`src/rtl/gpio_pkg.sv`:
```
// Shared constants and register-select type for the GPIO interrupt peripheral.
package gpio_pkg;

    localparam int unsigned GPIO_MAX_PINS = 32;
    localparam int unsigned GPIO_ADDR_W   = 5;
    localparam int unsigned GPIO_DATA_W   = 32;

    // Register byte offsets within the peripheral window
    localparam logic [GPIO_ADDR_W-1:0] GPIO_DIR     = 5'h00;
    localparam logic [GPIO_ADDR_W-1:0] GPIO_OUT     = 5'h04;
    localparam logic [GPIO_ADDR_W-1:0] GPIO_IN      = 5'h08;
    localparam logic [GPIO_ADDR_W-1:0] GPIO_IE      = 5'h0C;
    localparam logic [GPIO_ADDR_W-1:0] GPIO_IP      = 5'h10;
    localparam logic [GPIO_ADDR_W-1:0] GPIO_RISE_EN = 5'h14;
    localparam logic [GPIO_ADDR_W-1:0] GPIO_FALL_EN = 5'h18;

    typedef enum logic [GPIO_ADDR_W-1:0] {
        REG_DIR     = GPIO_DIR,
        REG_OUT     = GPIO_OUT,
        REG_IN      = GPIO_IN,
        REG_IE      = GPIO_IE,
        REG_IP      = GPIO_IP,
        REG_RISE_EN = GPIO_RISE_EN,
        REG_FALL_EN = GPIO_FALL_EN
    } gpio_reg_e;

endpackage

```
`src/rtl/gpio_sync.sv`:
```
// Multi-flop synchroniser for asynchronous pad inputs; every stage clears on reset.
module gpio_sync #(
    parameter int unsigned WIDTH  = 16,
    parameter int unsigned STAGES = 2
) (
    input  logic             clk_i,
    input  logic             rst_i,
    input  logic [WIDTH-1:0] d_i,
    output logic [WIDTH-1:0] q_o
);

    logic [WIDTH-1:0] stage_q [STAGES];

    // Shift the pad value through the chain one stage per cycle
    always_ff @(posedge clk_i) begin
        if (rst_i) begin
            for (int unsigned i = 0; i < STAGES; i++) begin
                stage_q[i] <= '0;
            end
        end else begin
            stage_q[0] <= d_i;
            for (int unsigned i = 1; i < STAGES; i++) begin
                stage_q[i] <= stage_q[i-1];
            end
        end
    end

    assign q_o = stage_q[STAGES-1];

endmodule

```
`src/rtl/gpio_irq.sv`:
```
// GPIO peripheral: direction/output registers, synchronised inputs, edge-triggered
// sticky pending bits and a single level interrupt.
module gpio_irq
    import gpio_pkg::*;
#(
    parameter int unsigned NUM_PINS    = 16,
    parameter int unsigned SYNC_STAGES = 2
) (
    input  logic                clk_i,
    input  logic                rst_i,
    input  logic                we_i,
    input  logic [31:0]         addr_i,
    input  logic [31:0]         data_i,
    output logic [31:0]         data_o,
    input  logic [NUM_PINS-1:0] gpio_i,
    output logic [NUM_PINS-1:0] gpio_o,
    output logic [NUM_PINS-1:0] gpio_oe_o,
    output logic                irq_o
);

    localparam int unsigned W = NUM_PINS;

    logic [W-1:0] dir_q;
    logic [W-1:0] out_q;
    logic [W-1:0] ie_q;
    logic [W-1:0] ip_q;
    logic [W-1:0] rise_en_q;
    logic [W-1:0] fall_en_q;
    logic [W-1:0] prev_q;

    logic [W-1:0] sync;
    logic [W-1:0] rise;
    logic [W-1:0] fall;
    logic [W-1:0] wdata;
    logic [W-1:0] w1c_mask;
    logic [W-1:0] ip_next;
    logic [31:0]  rdata;
    gpio_reg_e    reg_sel;

    // Bus bits that carry no meaning for this block
    logic unused_bus;
    assign unused_bus = ^{addr_i[31:GPIO_ADDR_W], data_i};

    gpio_sync #(
        .WIDTH  (W),
        .STAGES (SYNC_STAGES)
    ) u_sync (
        .clk_i (clk_i),
        .rst_i (rst_i),
        .d_i   (gpio_i),
        .q_o   (sync)
    );

    assign reg_sel = gpio_reg_e'(addr_i[GPIO_ADDR_W-1:0]);
    assign wdata   = data_i[W-1:0];

    // Edge detect and pending update; a fresh event beats a same-cycle clear
    always_comb begin
        rise     = sync & ~prev_q;
        fall     = ~sync & prev_q;
        w1c_mask = (we_i && reg_sel == REG_IP) ? wdata : '0;
        ip_next  = (ip_q & ~w1c_mask) | (rise & rise_en_q) | (fall & fall_en_q);
    end

    // Register file, previous-sample flop and pending bits
    always_ff @(posedge clk_i) begin
        if (rst_i) begin
            dir_q     <= '0;
            out_q     <= '0;
            ie_q      <= '0;
            ip_q      <= '0;
            rise_en_q <= '0;
            fall_en_q <= '0;
            prev_q    <= '0;
        end else begin
            prev_q <= sync;
            ip_q   <= ip_next;
            if (we_i) begin
                case (reg_sel)
                    REG_DIR:     dir_q     <= wdata;
                    REG_OUT:     out_q     <= wdata;
                    REG_IE:      ie_q      <= wdata;
                    REG_RISE_EN: rise_en_q <= wdata;
                    REG_FALL_EN: fall_en_q <= wdata;
                    default:     ;
                endcase
            end
        end
    end

    // Read mux, zero-extended, forced to zero while in reset
    always_comb begin
        rdata = '0;
        if (!rst_i) begin
            case (reg_sel)
                REG_DIR:     rdata = 32'(dir_q);
                REG_OUT:     rdata = 32'(out_q);
                REG_IN:      rdata = 32'(sync);
                REG_IE:      rdata = 32'(ie_q);
                REG_IP:      rdata = 32'(ip_q);
                REG_RISE_EN: rdata = 32'(rise_en_q);
                REG_FALL_EN: rdata = 32'(fall_en_q);
                default:     rdata = '0;
            endcase
        end
    end

    assign data_o    = rdata;
    assign gpio_o    = out_q;
    assign gpio_oe_o = dir_q;
    assign irq_o     = |(ip_q & ie_q);

endmodule

```
`config.mk`:
```
export PLATFORM = sky130hd
export DESIGN_NAME = gpio_irq
export DESIGN_NICKNAME = d
export VERILOG_FILES = /design/src/rtl/gpio_pkg.sv /design/src/rtl/gpio_sync.sv /design/src/rtl/gpio_irq.sv
export SDC_FILE = /design/constraint.sdc
export NUM_CORES = 1
export LEC_CHECK = 0
export CORE_ASPECT_RATIO = 0.75
export CORE_MARGIN = 1.5
export CORE_UTILIZATION = 28
export DETAILED_ROUTE_END_ITERATION = 16
export MAX_ROUTING_LAYER = met4
export SYNTH_ARGS = -nofsm -noshare
export SYNTH_HDL_FRONTEND = slang
export SYNTH_HIERARCHICAL = 1
export SYNTH_SLANG_ARGS = --single-unit
```
`constraint.sdc`:
```
create_clock -name clk_i -period 2.4 [get_ports clk_i]
set_clock_uncertainty 0.15 [all_clocks]
set_input_delay 0.24 -clock clk_i [delete_from_list [all_inputs] [get_ports clk_i]]
set_output_delay 0.24 -clock clk_i [all_outputs]
set_load 0.05 [all_outputs]
```
==> results of run 1 <==
## logic make-up (layout without fill, tap and decap cells)
| family | Yosys count | after routing |
|---|---|---|
| AOI/OAI and AO/OA | 137 | 137 |
| buffers and inverters | 106 | 214 |
| DFF | 144 | 144 |
| muxes | 71 | 71 |
| other | 1 | 16 |
| and+or+nand+nor | 253 | 253 |
## state kept, by name, indices dropped and copies added (netlist names)
| signal | count |
|---|---|
| ie_q | 16 |
| u_sync/stage_q | 32 |
| fall_en_q | 16 |
| ip_q | 16 |
| rise_en_q | 16 |
| prev_q | 16 |
| gpio_oe_o | 16 |
| gpio_o | 16 |
## stage by stage
| stage | instance area [um2] | hold WS [ns] | cells | TNS, ns |
|---|---|---|---|---|
| final | 8441 | 0.2205 | 1129 | 0 |
| after global routing | 8441 | 0.2146 | 1129 | -0.07247 |
| after CTS | 8364 | 0.2055 | 1126 | -0.003485 |
| after detailed placement | 7744 | 0.2797 | 1092 | -0.8380 |
| after global placement | 7744 | 0.2732 | 1092 | -0.8637 |
| after floorplan | 6330 | 0.1616 | 727 | 0 |
## repair_timing
item	4_1_cts	5_1_grt
pin swaps	4	6
gates resized for setup	9	13
endpoints found under the setup margin	7	14
buffers inserted	2	3
## critical path: stages
cell	delay (ns)
clkdlybuf4s50_1	0.47
buf_6	0.15
nor2b_2	0.22
and2_4	0.18
buf_12	0.13
a22oi_2	0.09
a31oi_4	0.21
buf_4	0.15
buf_12	0.12
## how the worst max path moves through the flow
stage / start / endpoint / slack [ns] / cells past startpoint
after global routing: addr_i[4] / data_o[2] / -0.03 / 9
after global placement: addr_i[1] / data_o[2] / -0.24 / 8
after floorplan: addr_i[1] / data_o[10] / 0.07 / 5
after detailed placement: addr_i[1] / data_o[2] / -0.20 / 8
after CTS: addr_i[4] / data_o[2] / -0.003 / 10
final: addr_i[4] / data_o[2] / 0.03 / 9
## layout make-up
cell class | count | area, um2
clock buffer | 27 | 523.0
multi-input combinational | 477 | 2923
inverter | 32 | 120.1
timing repair buffer | 150 | 1574
tap | 294 | 367.9
clock inverter | 5 | 50.05
sequential | 144 | 2883
fill | 2240 | 13550
## power groups by stage
| stage | Clock [uW] | Combinational [uW] | Sequential, uW |
|---|---|---|---|
| 2_1_floorplan | 0 | 248 | 2510 |
| 3_3_place_gp | 0 | 395 | 2520 |
| 3_5_place_dp | 0 | 397 | 2520 |
| 4_1_cts | 2590 | 401 | 2460 |
| 5_1_grt | 2710 | 441 | 2470 |
| 6_report | 2550 | 414 | 2470 |
## cells in the mapped netlist, types with 2 or more instances
| cell | count |
|---|---|
| buf_4 | 41 |
| buf_6 | 2 |
| o21ai_1 | 3 |
| a31oi_1 | 23 |
| a22o_1 | 11 |
| nand4_1 | 2 |
| nand2_1 | 127 |
| mux2_2 | 15 |
| o21ai_0 | 14 |
| nor2_1 | 58 |
| a221oi_1 | 5 |
| clkbuf_1 | 18 |
| clkbuf_2 | 2 |
| mux4_2 | 8 |
| inv_1 | 32 |
| buf_2 | 11 |
| and3_1 | 3 |
| mux2i_1 | 48 |
| a21oi_1 | 65 |
| nor2b_1 | 49 |
| nand3_1 | 5 |
| a22oi_1 | 7 |
| o2bb2ai_1 | 7 |
| dfxtp_1 | 144 |
## layer usage
metal,track usage,up-vias
met5,-,-
met4,0.05128,0
met3,0.04626,27
met2,0.2314,157
met1,0.2233,2426
li1,-,2579
==> reports/qor.csv, run 1 <==
metric,value,unit
Die X-Extent,175.8,um
vias in the first global route,4809,
total routed wirelength,18170,um
die area,23300,um2
post-synth top area cell,dfxtp_1,
Worst Hold Class,in -> reg,
Sw Pwr,1247,uW
WL/cell,16.09,um
"Seq/Total Area, Yosys",0.4599,
antenna violations before repair,0,
reg2reg path depth,3,
clk sinks,144,
Core Area,21990,um2
end of the worst hold path,u_sync/stage_q[0][14]$_SDFF_PP0_,
Synth Warn #,6,
nets@finish,905,
Pwr per Cell Area,643.5,nW/um2
Area Overhead vs Synth,34.65,%
final worst path period need,2.366,ns
TritonRoute pass-1 iters,5,
top layer used by detailed routing,met4,
post-synthesis mux area share,0.1323,
first-pass GRT wire length,27950,um
Required @ worst endpoint,2.01,ns
# diodes,0,
critical path class,in -> out,
main combinational cell family by area after synthesis,simple AND/OR/NAND/NOR gates,
Tot Pwr,5431,uW
I/O pin count,148,
Critical Path AT,1.98,ns
met2 wire len,7827,um
r2r startpoint,u_sync/stage_q[0][29]$_SDFF_PP0_,
fin crit share,0.9858,
GR Overflow Total,0,
sw frac,0.2295,
Routability Congestion,0.8836,
Startpoint Class,input pin,
vias,5189,
setup slack after layout,0.03413,ns
Crit Path Max Fanout,8,
Cell Int Power,4185,uW
Synth Area in Compound Gates,0.1317,
Worst-path clk slew,0.05,ns
HPWL after detailed placement,12890,um
simple-gate area share of the yosys netlist,0.1824,
Hold Crit Depth,2,
Combinational Power Share,0.076,
# hold bufs at CTS,0,
worst-case clock buffer depth,2,
outcome,"complete, no violations",
async set or reset register ratio after synthesis,0,
Reg2Reg Setup Slack,1.32,ns
Die H,132.6,um
Synth Area in Adders,0,
TritonCTS clock tree,done,
Max transition margin,0.4444,
Reg power frac,0.454,
CTS H-tree depth,4,
drt initial violations,408,
"Setup violations, final",0,
DRT met1 WL,8744,um
Worst-Margin Slew,0.8334,ns
Routed met3 length,1273,um
clock network fraction of design power,0.470,
"EDFF count, synth",0,
"top cells by area, synth","dfxtp_1, mux2i_1, nand2_1",
pre-CTS setup slack,-0.2006,ns
synthesized cell area,6269,um2
Lkg Pwr,0.003232,uW
GRT Util Overall,0.1636,
Syn Inst Count,712,
DRT antenna net count,0,
Finished Core Util,0.3838,
MaxCap Viol Count,0,
Yosys cell types,36,
mean post-synth cell area,8.804,um2
max-slew violations,0,
CTS Root Cell,clkbuf_16,
DRC viols,0,
"commonest non-fill, non-tap cells in the layout","dfxtp_1, nand2_1, clkdlybuf4s50_1",
ys flop type,dfxtp_1,
final hold violation count,0,
PortBufs,88,
TritonCTS Buffers,17,
share of layout cells above drive strength 1,0.1737,
"most common cell after layout, fill and taps aside",dfxtp_1,
hold path start,gpio_i[14],
FF-to-FF End,ip_q[13]$_SDFF_PP0_,
pin count of the biggest net entering global routing,80,
top cell type's share of synthesized area,0.4599,
Max Clk Rate,0.4227,GHz
"FF+latch count, synth",144,
FP Rows,47,
Synth Area in XOR/XNOR,0,
worst-skew pair later-pin latency,0.42,ns
Starting Density,0.2850,
Vias/cell,4.596,
Worst Setup End Kind,output pin,
RSZ-0062 raised after global routing,true,
maximum vdd drop,0.3558,mV
Note: power is estimated with default switching activity, not from simulation.
==> run 2, diff against run 1 <==
- REMOVE_ABC_BUFFERS: unset -> 1
==> reports/qor.csv, run 2 (synthesis gave the netlist of run 1 again) <==
metric,value,unit
GR Overflow Total,0,
Lkg Pwr,0.003171,uW
Routability Congestion,0.8229,
Area Overhead vs Synth,32.63,%
"Setup violations, final",0,
Pwr per Cell Area,653.8,nW/um2
TritonCTS Buffers,17,
worst hold margin,0.2136,ns
DRT antenna net count,0,
crit-path leading delay family,compound AO/OA/AOI/OAI gates,
Required @ worst endpoint,2.01,ns
vias,5204,
CTS Root Cell,clkbuf_16,
Worst-Margin Slew,0.7183,ns
Starting Density,0.2850,
Multi-input gate area,2884,um2
antenna violations before repair,2,
fin crit share,0.9569,
outcome,"complete, no violations",
DRC viols,0,
total routed wirelength,17660,um
clk sinks,144,
worst path buffer plus inverter count,1,
PortBufs,88,
HPWL after detailed placement,12260,um
Core Area,21990,um2
Storage cell area,2883,um2
GRT Util Overall,0.1590,
# hold bufs at CTS,0,
vias in the first global route,5030,
Startpoint Class,register,
FP Rows,47,
Reg with most FFs,u_sync/stage_q,
Worst Setup End Kind,output pin,
share of layout cells above drive strength 1,0.1612,
nets@finish,897,
Crit Path Max Fanout,3,
worst-skew pair later-pin latency,0.42,ns
Crit path largest cell delay,0.43,ns
Worst-path clk slew,0.06,ns
RSZ-0062 raised after global routing,false,
Vias/cell,4.642,
Max Clk Rate,0.4354,GHz
Finished Core Util,0.3780,
"most common cell after layout, fill and taps aside",dfxtp_1,
fillers,2250,
Die X-Extent,175.8,um
critical path class,reg -> out,
max reg flops,32,
maximum vdd drop,0.4752,mV
cells along the critical path,"a22o_1, a221oi_1, nand4_1, buf_4",
Die H,132.6,um
TritonRoute pass-1 iters,6,
"commonest non-fill, non-tap cells in the layout","dfxtp_1, nand2_1, a21oi_1, clkdlybuf4s50_1, nor2_1",
first-pass GRT wire length,27700,um
Max transition margin,0.5211,
Critical Path AT,1.91,ns
die area,23300,um2
WL/cell,15.75,um
"Max stage delay cell, worst path",a221oi_1,
max-slew violations,0,
drt initial violations,477,
final worst path period need,2.297,ns
pin count of the biggest net entering global routing,145,
TritonCTS clock tree,done,
CTS H-tree depth,4,
MaxCap Viol Count,0,
final hold violation count,0,
worst-case clock buffer depth,2,
Worst Hold Class,in -> reg,
I/O pin count,148,
run 2: changes by cell type in the layout (fill, tap and decap cells not counted), moves of 2 or more:
cell        before  now
a22oi_2          2    0
clkbuf_1         4    0
clkbuf_8         6    2
buf_6            5    0
clkinvlp_4       0    3
buf_4           54   52
diode_2          0    2
a22oi_1          5    7
run 2: final timing paths:
kind | from | to | slack (ns) | depth (start not counted)
setup / recovery | ip_q[10]$_SDFF_PP0_ | irq_o | 0.10 | 4
hold / removal | rst_i | u_sync/stage_q[0][3]$_SDFF_PP0_ | 0.21 | 3
setup reg to reg | u_sync/stage_q[0][28]$_SDFF_PP0_ | ip_q[12]$_SDFF_PP0_ | 1.38 | 3
hold reg to reg | u_sync/stage_q[0][2]$_SDFF_PP0_ | u_sync/stage_q[0][18]$_SDFF_PP0_ | 0.28 | 1
run 2: tightest hold or removal path, delay by kind of cell:
family        cells  cell delay, ns
buf+inv           2            0.35
simple gates      1            0.15
run 2: metal layers:
layer	routed length [um]	global-route usage	vias to the layer above
met5	0	-	-
met4	150	0.03941	0
met3	1185	0.03937	18
met2	7633	0.2312	167
met1	8688	0.2194	2463
li1	-	-	2556
run 2: area by class of cell:
type	count	share of cell area
well taps	294	0.04424
repair buffers	142	0.1786
flip-flops and latches	144	0.3467
clock buffers	19	0.05448
clock inverters	11	0.01400
inverters	32	0.01445
diodes	2	0.0006020
multi-input cells	477	0.3469
run 2: repair_timing:
| action | CTS | global route |
|---|---|---|
| setup endpoints to repair | 10 | 8 |
| setup buffers | 0 | 0 |
| pin swaps | 2 | 1 |
| gates resized for setup | 6 | 2 |
run 2: power by group:
group	switching (uW)	internal, uW	total, uW	leakage (uW)
Clock	1020	1560	2590	0.000276
Sequential	25.4	2430	2460	0.00117
Combinational	241	151	392	0.00173
run 2: metrics by stage:
| step | setup TNS (ns) | instance area [um2] | total power (uW) | std cells | worst slack [ns] |
|---|---|---|---|---|---|
| after global placement | -0.2708 | 7716 | 2900 | 1089 | -0.07658 |
| after detailed placement | -0.3285 | 7716 | 2903 | 1089 | -0.09057 |
| after global routing | 0 | 8314 | 5609 | 1121 | 0.08612 |
| after CTS | 0 | 8300 | 5473 | 1119 | 0.01882 |
| final | 0 | 8314 | 5436 | 1121 | 0.1034 |
| after floorplan | -0.2940 | 5862 | 2663 | 653 | -0.1597 |
